===== config.mk =====
export PLATFORM = sky130hd
export DESIGN_NAME = ahb_sram_slave
export DESIGN_NICKNAME = d
export VERILOG_FILES = /design/src/rtl/ahb_sram_slave.sv
export SDC_FILE = /design/constraint.sdc
export NUM_CORES = 2
export LEC_CHECK = 0
export CAP_MARGIN = 10
export CORE_ASPECT_RATIO = 1.75
export CORE_MARGIN = 4
export CORE_UTILIZATION = 40
export DETAILED_ROUTE_END_ITERATION = 7
export DONT_BUFFER_PORTS = 1
export GPL_TIMING_DRIVEN = 0
export PLACE_DENSITY = 0.52
export RECOVER_POWER = 50
export REMOVE_ABC_BUFFERS = 1
export SYNTH_ARGS = -nofsm -noshare
export SYNTH_HDL_FRONTEND = slang
export SYNTH_SLANG_ARGS = --single-unit

===== constraint.sdc =====
create_clock -name HCLK -period 3.4 [get_ports HCLK]
set_clock_uncertainty 0.1 [all_clocks]
set_input_delay 1.02 -clock HCLK [delete_from_list [all_inputs] [get_ports HCLK]]
set_output_delay 1.02 -clock HCLK [all_outputs]
set_load 0.01 [all_outputs]

===== src/rtl/ahb_sram_slave.sv =====
// AHB-Lite single-port SRAM slave with configurable data-phase wait states
// and a two-cycle ERROR response for misaligned or unsupported transfer sizes.
module ahb_sram_slave #(
    parameter int WAIT_STATES = 0,
    parameter int DEPTH       = 64
) (
    input  logic        HCLK,
    input  logic        HRESET,
    input  logic        HSEL,
    input  logic [7:0]  HADDR,
    input  logic [1:0]  HTRANS,
    input  logic        HWRITE,
    input  logic [2:0]  HSIZE,
    input  logic [2:0]  HBURST,
    input  logic [3:0]  HPROT,
    input  logic        HMASTLOCK,
    input  logic [31:0] HWDATA,
    input  logic        HREADY,
    output logic [31:0] HRDATA,
    output logic        HREADYOUT,
    output logic        HRESP
);

    localparam int         IDX_W = $clog2(DEPTH);
    localparam logic [1:0] WS    = 2'(WAIT_STATES);

    typedef enum logic [1:0] {
        S_IDLE,
        S_WAIT,
        S_ERR1,
        S_ERR2
    } state_t;

    state_t           state, state_nxt;
    logic [1:0]       cnt, cnt_nxt;

    logic [7:0]       addr_p0;
    logic             write_p0;
    logic [2:0]       size_p0;
    logic             vld_p0;

    logic [31:0]      mem [DEPTH];

    logic             hready_int;
    logic             resp_int;
    logic             accept;
    logic             acc_err;
    logic             done_p0;
    logic [IDX_W-1:0] idx_p0;
    logic [3:0]       lane_en_p0;
    logic             unused_ok;

    // Misaligned halfword/word or any size above a word is answered with ERROR.
    function automatic logic size_err(input logic [2:0] size, input logic [1:0] a);
        logic e;
        case (size)
            3'd0:    e = 1'b0;
            3'd1:    e = a[0];
            3'd2:    e = |a;
            default: e = 1'b1;
        endcase
        return e;
    endfunction

    function automatic logic [3:0] lanes(input logic [2:0] size, input logic [1:0] a);
        logic [3:0] en;
        case (size)
            3'd0:    en = 4'b0001 << a;
            3'd1:    en = a[1] ? 4'b1100 : 4'b0011;
            default: en = 4'b1111;
        endcase
        return en;
    endfunction

    assign hready_int = (state == S_WAIT) ? (cnt == 2'd0) : (state != S_ERR1);
    assign resp_int   = (state == S_ERR1) || (state == S_ERR2);

    // Gating with our own ready keeps a stray HREADY from re-arming mid data phase.
    assign accept  = HSEL & HREADY & HTRANS[1] & hready_int;
    assign acc_err = size_err(HSIZE, HADDR[1:0]);

    always_comb begin
        state_nxt = state;
        cnt_nxt   = cnt;
        if (state == S_ERR1) begin
            state_nxt = S_ERR2;
        end else if (!hready_int) begin
            cnt_nxt = cnt - 2'd1;
        end else begin
            state_nxt = S_IDLE;
            cnt_nxt   = 2'd0;
            if (accept) begin
                if (acc_err) begin
                    state_nxt = S_ERR1;
                end else if (WS != 2'd0) begin
                    state_nxt = S_WAIT;
                    cnt_nxt   = WS;
                end
            end
        end
    end

    always_ff @(posedge HCLK or negedge HRESET) begin
        if (!HRESET) begin
            state <= S_IDLE;
            cnt   <= 2'd0;
        end else begin
            state <= state_nxt;
            cnt   <= cnt_nxt;
        end
    end

    // ---- address phase -> data phase (p0) ----
    always_ff @(posedge HCLK or negedge HRESET) begin
        if (!HRESET) begin
            vld_p0   <= 1'b0;
            addr_p0  <= 8'd0;
            write_p0 <= 1'b0;
            size_p0  <= 3'd0;
        end else if (hready_int) begin
            vld_p0 <= accept & ~acc_err;
            if (accept) begin
                addr_p0  <= HADDR;
                write_p0 <= HWRITE;
                size_p0  <= HSIZE;
            end
        end
    end

    assign done_p0    = vld_p0 & hready_int;
    assign idx_p0     = addr_p0[IDX_W+1:2];
    assign lane_en_p0 = lanes(size_p0, addr_p0[1:0]);

    // Storage is deliberately left out of reset so it maps onto plain RAM.
    always_ff @(posedge HCLK) begin
        if (done_p0 && write_p0) begin
            for (int i = 0; i < 4; i++) begin
                if (lane_en_p0[i]) begin
                    mem[idx_p0][8*i +: 8] <= HWDATA[8*i +: 8];
                end
            end
        end
    end

    assign HRDATA    = (done_p0 && !write_p0) ? mem[idx_p0] : 32'd0;
    assign HREADYOUT = hready_int;
    assign HRESP     = resp_int;

    assign unused_ok = ^{HBURST, HPROT, HMASTLOCK, HTRANS[0]};

endmodule


Word-level counts from Yosys, hierarchy flattened
Memories as Yosys holds them, arrays and structs flattened.
Cells that the tools add are included.
{ "totals": {"input_bits": 58, "word_cells": 54, "mem_count": 1, "register_bits": 17, "ram_bits": 2048} }
{ "classes": {"n_eq_ne": 7, "n_addsub": 1, "reduce_logical": 10, "muxes": 22, "n_shift": 1, "n_bitwise": 6} }
{ "mem_list": {"columns": ["memory", "words", "word_bits", "read_ports", "rd_ports_with_merged_regs", "write_ports", "line", "rtl"], "rows": [
  ["mem", 64, 32, 1, 0, 1, "42", "logic [31:0] mem [DEPTH];"]
]} }
{ "op_table": {"columns": ["op", "n"], "rows": [
  ["$mux 32", 1],
  ["$mux 1", 13],
  ["$mux 2", 5],
  ["$pmux 4 s2", 1],
  ["$eq 3x1->1 const B", 2],
  ["$logic_not 3->1", 2],
  ["$and 1x1->1", 5],
  ["$eq 2x2->1 const B", 2],
  ["$mux 4", 1],
  ["$shl 1x2->4 const A", 1],
  ["$eq 3x2->1 const B", 1],
  ["$pmux 1 s3", 1],
  ["$eq 2x1->1 const B", 1],
  ["$logic_and 1x1->1", 2],
  ["$logic_not 2->1", 1],
  ["$ne 2x2->1 const B", 1],
  ["$reduce_and 2->1", 1],
  ["$reduce_bool 2->1", 1],
  ["$reduce_or 2->1", 1],
  ["$sub 2x1->2 const B", 1],
  ["$logic_not 1->1", 1],
  ["$logic_or 1x1->1", 1],
  ["$not 1->1", 1]
]} }

Longest topological paths before layout
{ "logic_depth": {"ltp_word": 6, "depth_mapped": 9, "mapped_depth_nobuf": 7} }

Worst setup path after synthesis
No wires, ideal clock.
{ "synth_path": {"path_kind": "flip-flop to output port", "startpoint": "reg cnt[0]", "endpoint": "out HRDATA[10]", "path_stages_with_launch": 9, "required_time_ns": 2.280, "n_path_buf": 1, "path_slack_ns": 0.331, "arrival_time_ns": 1.949, "cell_sequence": "dfrtp_1 -> inv_1 -> ha_1 -> or3b_2 -> nand2_1 -> clkinv_1 -> nand3b_1 -> clkbuf_1 -> a31oi_1"} }
{ "synth_between": {"elab_chain_len": 5} }
{ "synth_lines": {"columns": ["item", "line", "rtl"], "rows": [
  ["start: declaration", "35", "logic [1:0] cnt, cnt_nxt;"],
  ["start signal: assignment", "109", "cnt <= cnt_nxt;"],
  ["$logic_not 2->1", "75", "assign hready_int = (state == S_WAIT) ? (cnt == 2'd0) : (state != S_ERR1);"],
  ["$mux 1", "75", null],
  ["named net HREADYOUT", "20", "output logic HREADYOUT,"],
  ["$and 1x1->1", "130", "assign done_p0 = vld_p0 & hready_int;"],
  ["$logic_and 1x1->1", "145", "assign HRDATA = (done_p0 && !write_p0) ? mem[idx_p0] : 32'd0;"],
  ["$mux 32", "145", null],
  ["end: declaration", "19", "output logic [31:0] HRDATA,"]
]} }
The timed path passes the listed nets, and every way through them passes these cells.

Final worst setup path
{ "layout_path": {"startpoint": "reg addr_p0[2]", "endpoint": "out HRDATA[3]"} }
{ "layout_between": {"elab_chain_len": 2} }
{ "layout_lines": {"columns": ["item", "line", "rtl"], "rows": [
  ["start: declaration", "37", "logic [7:0] addr_p0;"],
  ["start signal: assignment", "117", "addr_p0 <= 8'd0;"],
  ["start signal: assignment", "123", "addr_p0 <= HADDR;"],
  ["$mem_v2 64x32", null, null],
  ["$mux 32", "145", null]
]} }
Every way passes these cells.

==> results.txt <==
In this design, the critical path's most frequently occurring cell is buf_16. The floorplan has 215 rows. Fill cells in the final layout number 15829. After clock tree synthesis, the clock-pin slew on the worst setup and hold paths is 0.06 ns. The first global-routing pass estimated 346000 microns of wire. Start of the worst register-to-register path: addr_p0[5]. The run gives 500 as the final count of negative-setup-slack endpoints.

The required arrival time at the worst endpoint is 2.28 ns, and the detailed-placement wirelength estimate is 146000 microns. The pre-antenna-repair detailed-routing pass consisted of 6 iterations. After synthesis the cells add up to 0.0790 sq mm. The worst setup path is captured at a primary output.

The startpoint identified for the worst hold timing path is HWDATA[20]. The maximum level of the CTS H-tree came out at 4. The top cell types in the final layout, fill and taps aside, are 2048 x edfxtp_1, 273 x mux4_2, 199 x a221oi_1, 196 x clkbuf_16, 170 x a22oi_1. The netlist uses 56 different library cells. The logs give 0.0239 W for the switching power and 0 for the number of nets with antenna violations after routing. For this block, the routed nets add up to 253000 microns of wire.

Pin placement for this block handled 92 I/O pins. Counting along the longest clock path gives a buffer depth of 4. In this run, CTS created clock tree buffers numbering 186.

After routing the design area is 0.0960 sq mm. The most used flip-flop cell after synthesis is edfxtp_1. Total die area: 0.205 sq mm. The largest area contributor in the netlist is edfxtp_1. In the synthesized netlist, the number of instances is 4035. Counting both buffers and inverters, the worst setup path holds a total of 5. For the number of global-route vias before repair, the log shows 42842. TritonCTS built the clock tree. For the non-filler instance count after layout, the log shows 7045. The number of warnings reported in the yosys synthesis log is 0, and the post-route clock period utilization is 1.37.

The run gives 2065 as the number of sinks on the clock net. Static timing analysis puts the maximum clock frequency at 215 MHz. The power share of the sequential group was 0.378; the area share of the leading cell type in the synthesized netlist was 0.778. For this design the static power due to leakage is 29.1 nW. The internal power of the cells totals 0.0508 W. The routed length per placed instance was 36.0 microns; the total global routing track utilization was 0.244. In this run the vertical extent of the chip is 596 microns. The slowest cell on the critical path was dfrtp_4.

For the pin with the worst max-slew slack, the measured transition is 1.14 ns. In this run the worst path has a maximum fanout of 8. The async set-or-reset flop fraction in the synthesized netlist came out at 0.00823. The classification of the worst setup path was reg -> out.

After detailed placement, the design holds a cell count of 6444. The number of vias per cell works out to 5.99. Summing all flip-flop and latch instances after layout gives 0.0619 sq mm. In the final design database the tool counted 4360 nets. The tools report the maximum number of pins on one net before global-route repair as 66. The final reports fail on setup timing. Fraction of layout instances using a drive strength above 1: 0.332. The root buffer cell chosen for the clock tree is clkbuf_16. The power density normalized to cell area is 778 mW/mm^2, and the minimum setup slack after placement is -2.49 ns. The logs give 0.489 for the core occupancy in the finished layout and 42215 for the total number of vias.

The placer's final routability congestion estimate is 0.796. Grouping stages by cell kind, the critical path spends the most delay in compound AO/OA/AOI/OAI gates. The run finished, with violations left. Summing internal, switching and leakage power gives 0.0747 W. Total DRC errors in the routed layout: 0.

The critical path starts at addr_p0[2]. The number of flops mapped to enable cells by yosys is 2048. A synthesized cell averages 19.6 sq um. The later pin in the worst-skew pair is clocked with a latency of 0.83 ns. The signal on the critical path passes through buf_16 > buf_16 > nor2b_4 > buf_12 > buf_16 > buf_16 > a221oi_2 > o211ai_1 > a22oi_2 > a31oi_4.

The area growth from synthesis to layout is 21.5%. The tools report the share of power burned in the clock network as 0.268. Most common cell after layout, fill and taps aside: edfxtp_1. The worst hold path belongs to the class in -> reg.

Max-slew violation total from the final report: 0. The die span in x works out to 344 microns. The tools report the number of DRC markers after the initial detailed-route iteration as 4228.

On the worst path, the slowest cell contributes a delay of 0.50 ns. The number of hold-slack violations in the final timing report is 0. For the smallest setup slack after layout, the log shows -1.26 ns. The region available for standard cell placement spans 0.196 sq mm.

The number of antenna violations at the first check in global routing was 5. After detailed placement, the total cell area comes to 0.0828 sq mm. After synthesis, the cell types taking the most area are edfxtp_1 78%, mux4_2 7.8%, a221oi_1 2.7%, mux2i_1 2.2%, a22oi_1 2.0%. Effective utilization at floorplan: 0.403. After global routing the overflow that remains totals 0. The tools report the sequential cell area fraction in the yosys report as 0.784. The maximum vdd drop came out at 0.000449 V. Subtracting the final worst setup slack from the clock period gives 4.66 ns.

The tool flagged a number of max-cap violations equal to 0. Setup repair after global routing could not meet its margin everywhere. Headroom to the max-slew limit: 0.235. The share of total power consumed by net switching was 0.320; the count of buffers inserted at the top-level ports was 0. The data arrival time of the worst path came out at 3.54 ns.

The number of register bits inferred by synthesis works out to 2065. In the final layout, the multi-input gates occupy 0.0192 sq mm. For the combinational group share of total power, the log shows 0.354. STA classifies the critical path startpoint as a flop.
cells by family (layout without fill, tap and decap cells):
group | count (synthesis) | count (layout) | synth area share
and+or+nand+nor | 471 | 474 | 0.0248
AOI/OAI and AO/OA | 743 | 743 | 0.0715
DFF | 2065 | 2065 | 0.784
adders and majority gates | 1 | 1 | 0.000158
muxes | 463 | 463 | 0.102
other | 0 | 2 | 0
buffers and inverters | 292 | 693 | 0.0174
per-stage QoR:
stage	hold WS, ns	TNS (ns)
after CTS	0.134	-40.96
after global routing	0.161	-59.19
after detailed placement	0.371	-1490.16
after floorplan	0.351	-
after global placement	0.366	-
final	0.190	-63.27
repair_timing:
item / CTS / global route
hold buffers: 2 / 0
pin swaps: 119 / 86
endpoints found under the hold margin: 17 / 0
cloned: 63 / 7
resized for setup: 726 / 135
setup buffers: 152 / 58
endpoints found under the setup margin: 2081 / 558
synth_stat cells (all sizes together), types with 3 or more instances:
library cell / instances
and3: 5
mux4: 273
dfrtp: 17
nor2: 325
or2: 4
o211ai: 58
nand3b: 9
nand2b: 4
a311oi: 28
a2111oi: 3
and2: 3
edfxtp: 2048
o21ai: 18
a22oi: 206
inv: 5
nand2: 94
o22a: 7
a21oi: 36
o22ai: 94
clkbuf: 110
buf: 176
a31oi: 33
nor2b: 3
mux2i: 173
a221oi: 244
nand4: 4
mux2: 17
a211oi: 3
nor3b: 6
and3b: 4
routing by layer:
layer	routed length, microns	global-route usage	part of all wire
met5	40	0	0.00016
met4	17200	0.133	0.068
met1	86500	0.277	0.34
met2	134000	0.435	0.53
met3	16000	0.0402	0.063
registers in the layout, summed over array words and instances (netlist names):
name and count:
mem 2048, vld_p0 1, state 2, cnt 2, addr_p0 8, size_p0 3
write_p0 1
final cells by class:
class                      count  area share
antenna                        2   0.0000521
clock buffer                 241      0.0514
clock inverter                85     0.00644
inverter                       6    0.000600
multi-input combinational   1681       0.200
sequential                  2065       0.645
tap                         2604      0.0339
timing repair buffer         361      0.0623
worst reg2reg max path, stage by stage, from the launching register on:
cell     delay, ns
dfrtp_1       0.59
nor3_2        0.95
buf_8         0.25
buf_6         0.21
nand2_1       0.33
nor2_1        0.78
path summary, 6_finish.rpt:
kind,slack (ns),cells after the start,endpoint
worst max-delay path,-1.26,10,HRDATA[3]
worst min-delay path,0.19,0,mem[63][20]
worst max register to register,-0.22,5,mem[0][15]
worst min register to register,0.37,1,cnt[0]
max in group asynchronous,2.48,2,addr_p0[3]
min in group asynchronous,0.53,2,state[1]
power groups by stage:
| stage | sequential (W) | combinational (W) | clock, W |
|---|---|---|---|
| 5_1_grt | 0.0282 | 0.0271 | 0.0213 |
| 3_5_place_dp | 0.0289 | 0.0172 | 0 |
| 4_1_cts | 0.0282 | 0.0253 | 0.0203 |
| 6_report | 0.0282 | 0.0264 | 0.0200 |
| 3_3_place_gp | 0.0294 | 0.00768 | 0 |
| 2_1_floorplan | 0.0294 | 0.00741 | 0 |
(Power assumes the default switching activity.)
